## config.mk

```make
export PLATFORM = sky130hd
export DESIGN_NAME = pipeline_hazard_ctrl_flat
export DESIGN_NICKNAME = d
export VERILOG_FILES = /design/src/rtl/pipeline_hazard_ctrl_if.sv /design/src/rtl/pipeline_hazard_ctrl.sv /design/src/flat_wrapper.sv
export SDC_FILE = /design/constraint.sdc
export NUM_CORES = 1
export LEC_CHECK = 0
export ABC_AREA = 1
export CORE_UTILIZATION = 45
export CTS_CLUSTER_DIAMETER = 30
export DETAILED_ROUTE_END_ITERATION = 6
export PLACE_DENSITY = 0.77
export SKIP_LAST_GASP = 1
export SYNTH_ARGS = -nofsm -noshare
export SYNTH_HDL_FRONTEND = slang
export SYNTH_SLANG_ARGS = --single-unit
```

## constraint.sdc

```tcl
create_clock -name clk -period 1.37 [get_ports clk]
set_input_delay 0.2055 -clock clk [delete_from_list [all_inputs] [get_ports clk]]
set_output_delay 0.2055 -clock clk [all_outputs]
set_load 0.01 [all_outputs]
```

## src/rtl/pipeline_hazard_ctrl_if.sv

```systemverilog
// Stage-control bundle between the pipeline stage registers and pipeline_hazard_ctrl.
// PIPELINE_HAZARD_PERF_EN adds the stall/flush performance counter outputs.
interface pipeline_hazard_ctrl_if;
  logic        id_valid_i;
  logic [4:0]  id_rs1_addr_i;
  logic [4:0]  id_rs2_addr_i;
  logic        ex_valid_i;
  logic        ex_mm_re_i;
  logic [4:0]  ex_rd_addr_i;
  logic        ex_redirect_i;
  logic        if_busy_i;
  logic        if_ack_i;
  logic        mem_req_i;
  logic        mem_ack_i;
  logic        stall_if_o;
  logic        stall_id_o;
  logic        stall_ex_o;
  logic        stall_mem_o;
  logic        flush_id_o;
  logic        flush_ex_o;
  logic        flush_wb_o;
  logic        redirect_pending_o;
  logic        bus_err_o;
`ifdef PIPELINE_HAZARD_PERF_EN
  logic [31:0] stall_cycles_o;
  logic [31:0] flush_events_o;

  // Controller side
  modport slave (
    input  id_valid_i, id_rs1_addr_i, id_rs2_addr_i,
    input  ex_valid_i, ex_mm_re_i, ex_rd_addr_i, ex_redirect_i,
    input  if_busy_i, if_ack_i, mem_req_i, mem_ack_i,
    output stall_if_o, stall_id_o, stall_ex_o, stall_mem_o,
    output flush_id_o, flush_ex_o, flush_wb_o,
    output redirect_pending_o, bus_err_o,
    output stall_cycles_o, flush_events_o
  );

  // Pipeline side
  modport master (
    output id_valid_i, id_rs1_addr_i, id_rs2_addr_i,
    output ex_valid_i, ex_mm_re_i, ex_rd_addr_i, ex_redirect_i,
    output if_busy_i, if_ack_i, mem_req_i, mem_ack_i,
    input  stall_if_o, stall_id_o, stall_ex_o, stall_mem_o,
    input  flush_id_o, flush_ex_o, flush_wb_o,
    input  redirect_pending_o, bus_err_o,
    input  stall_cycles_o, flush_events_o
  );
`else
  // Controller side
  modport slave (
    input  id_valid_i, id_rs1_addr_i, id_rs2_addr_i,
    input  ex_valid_i, ex_mm_re_i, ex_rd_addr_i, ex_redirect_i,
    input  if_busy_i, if_ack_i, mem_req_i, mem_ack_i,
    output stall_if_o, stall_id_o, stall_ex_o, stall_mem_o,
    output flush_id_o, flush_ex_o, flush_wb_o,
    output redirect_pending_o, bus_err_o
  );

  // Pipeline side
  modport master (
    output id_valid_i, id_rs1_addr_i, id_rs2_addr_i,
    output ex_valid_i, ex_mm_re_i, ex_rd_addr_i, ex_redirect_i,
    output if_busy_i, if_ack_i, mem_req_i, mem_ack_i,
    input  stall_if_o, stall_id_o, stall_ex_o, stall_mem_o,
    input  flush_id_o, flush_ex_o, flush_wb_o,
    input  redirect_pending_o, bus_err_o
  );
`endif
endinterface

```

## src/rtl/pipeline_hazard_ctrl.sv

```systemverilog
// Stall/flush controller for the 5-stage RV64 pipeline: load-use, redirect and data-bus wait.
// Define PIPELINE_HAZARD_PERF_EN to add saturating stall-cycle and flush-event counters.
module pipeline_hazard_ctrl #(
  parameter int unsigned MEM_TIMEOUT = 255,
  parameter int unsigned CNT_W       = 16
) (
  input logic                   clk,
  input logic                   rst_n,
  pipeline_hazard_ctrl_if.slave hz
);

  typedef enum logic [1:0] {
    M_IDLE = 2'd0,
    M_WAIT = 2'd1,
    M_ERR  = 2'd2
  } mem_state_e;

  localparam logic [CNT_W-1:0] TIMEOUT_C = CNT_W'(MEM_TIMEOUT);
  localparam logic [CNT_W-1:0] ONE_C     = CNT_W'(1);

  mem_state_e       mem_state_q, mem_state_d;
  logic [CNT_W-1:0] cnt_q, cnt_d;
  logic             pending_q, pending_d;

  logic mem_stall;
  logic lu_hit;
  logic stall_if, stall_id, stall_ex, stall_mem;
  logic flush_id, flush_ex, flush_wb;

  function automatic logic load_use_hit(
    input logic       id_v,
    input logic [4:0] rs1,
    input logic [4:0] rs2,
    input logic       ex_v,
    input logic       ex_re,
    input logic [4:0] rd
  );
    return ex_v & ex_re & (rd != 5'd0) & id_v & ((rd == rs1) | (rd == rs2));
  endfunction

  // Registered state
  always_ff @(posedge clk or negedge rst_n) begin
    if (!rst_n) begin
      mem_state_q <= M_IDLE;
      cnt_q       <= '0;
      pending_q   <= 1'b0;
    end else begin
      mem_state_q <= mem_state_d;
      cnt_q       <= cnt_d;
      pending_q   <= pending_d;
    end
  end

  // Data-bus wait tracking; the counter holds the number of cycles already waited.
  always_comb begin
    mem_state_d = mem_state_q;
    cnt_d       = cnt_q;
    case (mem_state_q)
      M_IDLE: begin
        if (hz.mem_req_i && !hz.mem_ack_i) begin
          cnt_d       = ONE_C;
          mem_state_d = (TIMEOUT_C == ONE_C) ? M_ERR : M_WAIT;
        end
      end
      M_WAIT: begin
        if (hz.mem_ack_i) begin
          cnt_d       = '0;
          mem_state_d = M_IDLE;
        end else begin
          cnt_d = cnt_q + ONE_C;
          if (cnt_d == TIMEOUT_C) begin
            mem_state_d = M_ERR;
          end
        end
      end
      M_ERR: begin
        mem_state_d = M_ERR;
      end
      default: begin
        mem_state_d = M_IDLE;
        cnt_d       = '0;
      end
    endcase
  end

  assign mem_stall = (hz.mem_req_i && !hz.mem_ack_i) || (mem_state_q == M_ERR);
  assign lu_hit    = load_use_hit(hz.id_valid_i, hz.id_rs1_addr_i, hz.id_rs2_addr_i,
                                  hz.ex_valid_i, hz.ex_mm_re_i, hz.ex_rd_addr_i);

  // Pending clears only when the stale fetch returns while the front end can act on it,
  // so the flush of that instruction is never masked by a data-bus stall.
  always_comb begin
    pending_d = pending_q;
    if (!mem_stall) begin
      if (hz.ex_redirect_i && hz.if_busy_i && !hz.if_ack_i) begin
        pending_d = 1'b1;
      end else if (hz.if_ack_i) begin
        pending_d = 1'b0;
      end
    end
  end

  // Priority: data-bus stall, then redirect, then load-use.
  always_comb begin
    stall_if  = 1'b0;
    stall_id  = 1'b0;
    stall_ex  = 1'b0;
    stall_mem = 1'b0;
    flush_id  = 1'b0;
    flush_ex  = 1'b0;
    flush_wb  = 1'b0;
    if (mem_stall) begin
      stall_if  = 1'b1;
      stall_id  = 1'b1;
      stall_ex  = 1'b1;
      stall_mem = 1'b1;
      flush_wb  = 1'b1;
    end else if (hz.ex_redirect_i) begin
      flush_id = 1'b1;
      flush_ex = 1'b1;
    end else if (lu_hit) begin
      stall_if = 1'b1;
      stall_id = 1'b1;
      flush_ex = 1'b1;
    end
    if (pending_q && !mem_stall) begin
      flush_id = 1'b1;
    end
  end

  assign hz.stall_if_o         = rst_n & stall_if;
  assign hz.stall_id_o         = rst_n & stall_id;
  assign hz.stall_ex_o         = rst_n & stall_ex;
  assign hz.stall_mem_o        = rst_n & stall_mem;
  assign hz.flush_id_o         = rst_n & flush_id;
  assign hz.flush_ex_o         = rst_n & flush_ex;
  assign hz.flush_wb_o         = rst_n & flush_wb;
  assign hz.redirect_pending_o = pending_q;
  assign hz.bus_err_o          = (mem_state_q == M_ERR);

`ifdef PIPELINE_HAZARD_PERF_EN
  function automatic logic [31:0] sat_inc32(input logic [31:0] v);
    return (&v) ? v : v + 32'd1;
  endfunction

  logic [31:0] stall_cycles_q, stall_cycles_d;
  logic [31:0] flush_events_q, flush_events_d;

  always_comb begin
    stall_cycles_d = stall_cycles_q;
    flush_events_d = flush_events_q;
    if (stall_if) begin
      stall_cycles_d = sat_inc32(stall_cycles_q);
    end
    if (flush_ex) begin
      flush_events_d = sat_inc32(flush_events_q);
    end
  end

  always_ff @(posedge clk or negedge rst_n) begin
    if (!rst_n) begin
      stall_cycles_q <= '0;
      flush_events_q <= '0;
    end else begin
      stall_cycles_q <= stall_cycles_d;
      flush_events_q <= flush_events_d;
    end
  end

  assign hz.stall_cycles_o = stall_cycles_q;
  assign hz.flush_events_o = flush_events_q;
`endif

endmodule

```

## src/flat_wrapper.sv

```systemverilog
// flat-port wrapper written by rule: the top's interface ports become plain ports
module pipeline_hazard_ctrl_flat 
#(
  parameter int unsigned MEM_TIMEOUT = 255,
  parameter int unsigned CNT_W       = 16
)
  (clk, rst_n, hz_id_valid_i, hz_id_rs1_addr_i, hz_id_rs2_addr_i, hz_ex_valid_i, hz_ex_mm_re_i, hz_ex_rd_addr_i, hz_ex_redirect_i, hz_if_busy_i, hz_if_ack_i, hz_mem_req_i, hz_mem_ack_i, hz_stall_if_o, hz_stall_id_o, hz_stall_ex_o, hz_stall_mem_o, hz_flush_id_o, hz_flush_ex_o, hz_flush_wb_o, hz_redirect_pending_o, hz_bus_err_o);
  pipeline_hazard_ctrl_if hz_i ();
  input logic clk;
  input logic rst_n;
  input wire logic [$bits(hz_i.id_valid_i)-1:0] hz_id_valid_i;
  input wire logic [$bits(hz_i.id_rs1_addr_i)-1:0] hz_id_rs1_addr_i;
  input wire logic [$bits(hz_i.id_rs2_addr_i)-1:0] hz_id_rs2_addr_i;
  input wire logic [$bits(hz_i.ex_valid_i)-1:0] hz_ex_valid_i;
  input wire logic [$bits(hz_i.ex_mm_re_i)-1:0] hz_ex_mm_re_i;
  input wire logic [$bits(hz_i.ex_rd_addr_i)-1:0] hz_ex_rd_addr_i;
  input wire logic [$bits(hz_i.ex_redirect_i)-1:0] hz_ex_redirect_i;
  input wire logic [$bits(hz_i.if_busy_i)-1:0] hz_if_busy_i;
  input wire logic [$bits(hz_i.if_ack_i)-1:0] hz_if_ack_i;
  input wire logic [$bits(hz_i.mem_req_i)-1:0] hz_mem_req_i;
  input wire logic [$bits(hz_i.mem_ack_i)-1:0] hz_mem_ack_i;
  output wire logic [$bits(hz_i.stall_if_o)-1:0] hz_stall_if_o;
  output wire logic [$bits(hz_i.stall_id_o)-1:0] hz_stall_id_o;
  output wire logic [$bits(hz_i.stall_ex_o)-1:0] hz_stall_ex_o;
  output wire logic [$bits(hz_i.stall_mem_o)-1:0] hz_stall_mem_o;
  output wire logic [$bits(hz_i.flush_id_o)-1:0] hz_flush_id_o;
  output wire logic [$bits(hz_i.flush_ex_o)-1:0] hz_flush_ex_o;
  output wire logic [$bits(hz_i.flush_wb_o)-1:0] hz_flush_wb_o;
  output wire logic [$bits(hz_i.redirect_pending_o)-1:0] hz_redirect_pending_o;
  output wire logic [$bits(hz_i.bus_err_o)-1:0] hz_bus_err_o;
  assign hz_i.id_valid_i = hz_id_valid_i;
  assign hz_i.id_rs1_addr_i = hz_id_rs1_addr_i;
  assign hz_i.id_rs2_addr_i = hz_id_rs2_addr_i;
  assign hz_i.ex_valid_i = hz_ex_valid_i;
  assign hz_i.ex_mm_re_i = hz_ex_mm_re_i;
  assign hz_i.ex_rd_addr_i = hz_ex_rd_addr_i;
  assign hz_i.ex_redirect_i = hz_ex_redirect_i;
  assign hz_i.if_busy_i = hz_if_busy_i;
  assign hz_i.if_ack_i = hz_if_ack_i;
  assign hz_i.mem_req_i = hz_mem_req_i;
  assign hz_i.mem_ack_i = hz_mem_ack_i;
  assign hz_stall_if_o = hz_i.stall_if_o;
  assign hz_stall_id_o = hz_i.stall_id_o;
  assign hz_stall_ex_o = hz_i.stall_ex_o;
  assign hz_stall_mem_o = hz_i.stall_mem_o;
  assign hz_flush_id_o = hz_i.flush_id_o;
  assign hz_flush_ex_o = hz_i.flush_ex_o;
  assign hz_flush_wb_o = hz_i.flush_wb_o;
  assign hz_redirect_pending_o = hz_i.redirect_pending_o;
  assign hz_bus_err_o = hz_i.bus_err_o;
  pipeline_hazard_ctrl #(.MEM_TIMEOUT(MEM_TIMEOUT), .CNT_W(CNT_W)) u_core (.clk(clk), .rst_n(rst_n), .hz(hz_i));
endmodule
```

==> summary.json <==
{
  "run_status": {"value": "finished, violations left"},
  "violated_checks": {"value": "setup timing"},
  "routed-via-count": {"value": 1550},
  "remaining_antenna_violation_count_after_routing": {"value": 0},
  "num-nets-final": {"value": 309},
  "ys_ff_latch": {"value": 19},
  "synthDominantCellAreaShare": {"value": 33.3, "unit": "%"},
  "worstSetupEndpointType": {"value": "register"},
  "drt_iter0_drc": {"value": 64},
  "worst_skew_pair.late_latency": {"value": 310, "unit": "ps"},
  "largest_net_degree_at_the_start_of_global_routing": {"value": 15},
  "fin_crit_sh": {"value": 117, "unit": "%"},
  "hold_viol": {"value": 0},
  "min-delay-path-class": {"value": "input pin to asynchronous set/reset pin"},
  "drive_above_1_share": {"value": 28.8, "unit": "%"},
  "initial_core_util": {"value": 47.2, "unit": "%"},
  "fillers": {"value": 237},
  "cts_buffers": {"value": 3},
  "crit_path_start_kind": {"value": "register"},
  "max-slew-margin-rel": {"value": 78.8, "unit": "%"},
  "startpoint": {"value": "u_core.cnt_q[0]"},
  "final-instance-count-excl-fill": {"value": 325},
  "route.detailed.wl_per_inst": {"value": 11.1, "unit": "um"},
  "finalSetupViolCount": {"value": 12},
  "dpl.hpwl": {"value": 2610, "unit": "um"},
  "synth_cells": {"value": 217},
  "summed_instance_area_of_the_synthesized_netlist": {"value": 1430, "unit": "sq um"},
  "clock_edge_transition_at_the_registers_on_the_reported_setup_and_hold_paths": {"value": 110, "unit": "ps"},
  "clock_tree.buffer_depth": {"value": 2},
  "track_usage": {"value": 22.7, "unit": "%"},
  "area_of_the_die": {"value": 3400, "unit": "sq um"},
  "p_per_area": {"value": 466, "unit": "nW/um^2"},
  "worst_clock_skew": {"value": 9.07, "unit": "ps"},
  "period_minus_slack": {"value": 1610, "unit": "ps"},
  "finalWirelength": {"value": 3610, "unit": "um"},
  "chipWidth": {"value": 58.4, "unit": "um"},
  "antenna_found_initial": {"value": 0},
  "fin_util": {"value": 71.4, "unit": "%"},
  "worst_pin_slew": {"value": 317, "unit": "ps"},
  "critPathKind": {"value": "register to register"},
  "chipHeight": {"value": 58.4, "unit": "um"},
  "crit_fanout": {"value": 5},
  "grt_overflow": {"value": 0},
  "viasPerCell": {"value": 4.77},
  "worst-endpoint-arrival": {"value": 1810, "unit": "ps"},
  "place.detailed.instances": {"value": 315},
  "highest_clock_rate": {"value": 0.621, "unit": "GHz"},
  "synth.top_cells.by_area": {"value": "sky130_fd_sc_hd__dfrtp_1 33%, sky130_fd_sc_hd__nand2_1 17%, sky130_fd_sc_hd__inv_1 7.9%"},
  "port-buffer-count": {"value": 33},
  "fp-row-count": {"value": 20},
  "r2r-start": {"value": "u_core.cnt_q[0]"},
  "mappedNetlistNets": {"value": 244},
  "antenna_cells_inserted": {"value": 0},
  "detailedRoute.firstPassIterationCount": {"value": 4},
  "max_cap_violations": {"value": 0},
  "num_io_pins": {"value": 34},
  "grt_setup_unrepaired": {"value": "true"},
  "detail_route.drc_violations": {"value": 0},
  "tritoncts": {"value": "yes"},
  "timing.critical_path.required": {"value": 1570, "unit": "ps"},
  "seq_area_frac_synth": {"value": 33.3, "unit": "%"},
  "area_overhead_vs_synth": {"value": 51.3, "unit": "%"},
  "library_cell_with_the_largest_summed_area_after_synthesis": {"value": "sky130_fd_sc_hd__dfrtp_1"},
  "post_synth_num_cell_types": {"value": 27},
  "number_of_slew_limit_violations_in_the_final_report": {"value": 0},
  "floorplan.core_area": {"value": 3030, "unit": "sq um"},
  "yosysWarnings": {"value": 0},
  "clock-root-buffer": {"value": "sky130_fd_sc_hd__clkbuf_4"},
  "average_cell_area_after_synthesis": {"value": 6.58, "unit": "sq um"},
  "postLayoutSetupSlackWorst": {"value": -240, "unit": "ps"},
  "grt_first_pass_wirelength": {"value": 5980, "unit": "um"},
  "place.gp.congestion": {"value": 0.853},
  "clock_sinks": {"value": 19},
  "via_count_of_the_first_global_routing_pass": {"value": 1497},
  "vdd_drop_max": {"value": 0.265, "unit": "mV"},
  "leakage": {"value": 1.05, "unit": "nW"},
  "cts-htree-levels": {"value": 1}
}
[cell families after synthesis]
logic type	count (synthesis)	share of synthesized area, %
AO/OA/AOI/OAI	28	10.4
XOR/XNOR	9	5.52
adder cells (fa/ha/maj)	2	1.75
buffers and inverters	36	10.2
flip-flops	19	33.3
AND/OR/NAND/NOR	123	38.8
[final timing paths]
| path | slack (ps) | end | depth (start not counted) |
|---|---|---|---|
| min in group clk | 460 | u_core.hz.redirect_pending_o | 2 |
| hold / removal | 40 | u_core.cnt_q[14] | 2 |
| setup reg to reg | -240 | u_core.mem_state_q[0] | 10 |
| max in group asynchronous | 1100 | u_core.cnt_q[2] | 2 |
| setup / recovery | -240 | u_core.mem_state_q[0] | 10 |
| hold reg to reg | 580 | u_core.hz.redirect_pending_o | 2 |
[per-stage QoR]
stage | setup WS, ps | power (mW) | cell area (sq um) | TNS (ps) | hold slack, ps
floorplan | -84.2 | 0.622 | 1440 | -152 | -90.1
global placement | -819 | 0.732 | 2010 | -5670 | 552
detailed placement | -860 | 0.733 | 2010 | -6110 | 551
CTS | -199 | 1.02 | 2110 | -1480 | 361
global route | -326 | 1.06 | 2160 | -2820 | 37.1
finish | -240 | 1.01 | 2160 | -1720 | 40.6
[state kept, by name, summed over array words and instances, names as in the netlist]
| name | flops |
|---|---|
| u_core.mem_state_q | 2 |
| u_core.cnt_q | 16 |
| u_core.hz.redirect_pending_o | 1 |
[report_power, final]
| part | total, mW | internal, mW | switching [mW] | leakage (nW) |
|---|---|---|---|---|
| combinational | 0.154 | 0.0894 | 0.0647 | 0.780 |
| clock | 0.293 | 0.114 | 0.180 | 0.0150 |
| sequential | 0.560 | 0.560 | 0 | 0.253 |
| total | 1.01 | 0.764 | 0.244 | 1.05 |
[cells in the mapped netlist, drive strengths merged]
master and count:
nor3 1, ha 2, o22ai 2, a21oi 5
nand4 5, or2 1, and3 1, xnor2 4
buf 3, a22oi 1, dfrtp 19, nand2 70
xor2 5, nand3 14, nor2 30, nor3b 1
inv 31, clkbuf 2, o21ai 20
[cells in the final DEF (no fill, tap or decap), types with 2 or more instances in the layout]
cell type	instances
sky130_fd_sc_hd__nand2_2	4
sky130_fd_sc_hd__a21oi_2	3
sky130_fd_sc_hd__nand3_2	2
sky130_fd_sc_hd__a21oi_1	2
sky130_fd_sc_hd__dfrtp_1	18
sky130_fd_sc_hd__xnor2_1	4
sky130_fd_sc_hd__inv_2	4
sky130_fd_sc_hd__xor2_1	5
sky130_fd_sc_hd__nand3_4	2
sky130_fd_sc_hd__nor2_1	19
sky130_fd_sc_hd__o21ai_1	5
sky130_fd_sc_hd__nand2_1	63
sky130_fd_sc_hd__inv_1	26
sky130_fd_sc_hd__nor2_2	4
sky130_fd_sc_hd__nor2_4	7
sky130_fd_sc_hd__nand3_1	10
sky130_fd_sc_hd__buf_4	28
sky130_fd_sc_hd__nand2_4	3
sky130_fd_sc_hd__clkdlybuf4s15_1	2
sky130_fd_sc_hd__buf_2	4
sky130_fd_sc_hd__dlygate4sd2_1	12
sky130_fd_sc_hd__clkdlybuf4s50_1	8
sky130_fd_sc_hd__nand4_1	5
sky130_fd_sc_hd__buf_6	7
sky130_fd_sc_hd__o21ai_0	14
sky130_fd_sc_hd__clkbuf_4	3
[repair_timing]
item                                    4_1_cts  5_1_grt
pin swaps                                    13        2
hold buffers                                  0        0
resized for setup                            80       14
endpoints found under the hold margin         0        0
buffers inserted                              3        5
endpoints found under the setup margin       14       17
[metal layers]
layer	part of all wire [%]	routed length [um]	vias up	GRT usage (%)
met5	0	0	-	0
li1	-	-	809	-
met1	44	1580	707	26.4
met4	1.5	55	0	9.86
met2	52	1880	29	41.7
met3	2.7	97	5	3.08
[worst max-delay path, cell delays in order (launching register included)]
cell	delay [ps]
sky130_fd_sc_hd__dfrtp_1	410
sky130_fd_sc_hd__ha_4	190
sky130_fd_sc_hd__nand3_4	100
sky130_fd_sc_hd__nor2_4	150
sky130_fd_sc_hd__nand2_1	70
sky130_fd_sc_hd__nand2_1	60
sky130_fd_sc_hd__nand2_1	60
sky130_fd_sc_hd__nor2_1	140
sky130_fd_sc_hd__nand3_1	100
sky130_fd_sc_hd__nor2_2	120
sky130_fd_sc_hd__o21ai_1	100
[area by class of cell]
class                      count  area, sq um  area share (%)
multi-input combinational    162          922            42.7
clock buffer                   4         26.3            1.22
sequential                    19          477            22.0
tap                           44         55.1            2.55
timing repair buffer          65          563            26.0
inverter                      31          119            5.50
Power figures use the tool's default switching activity.
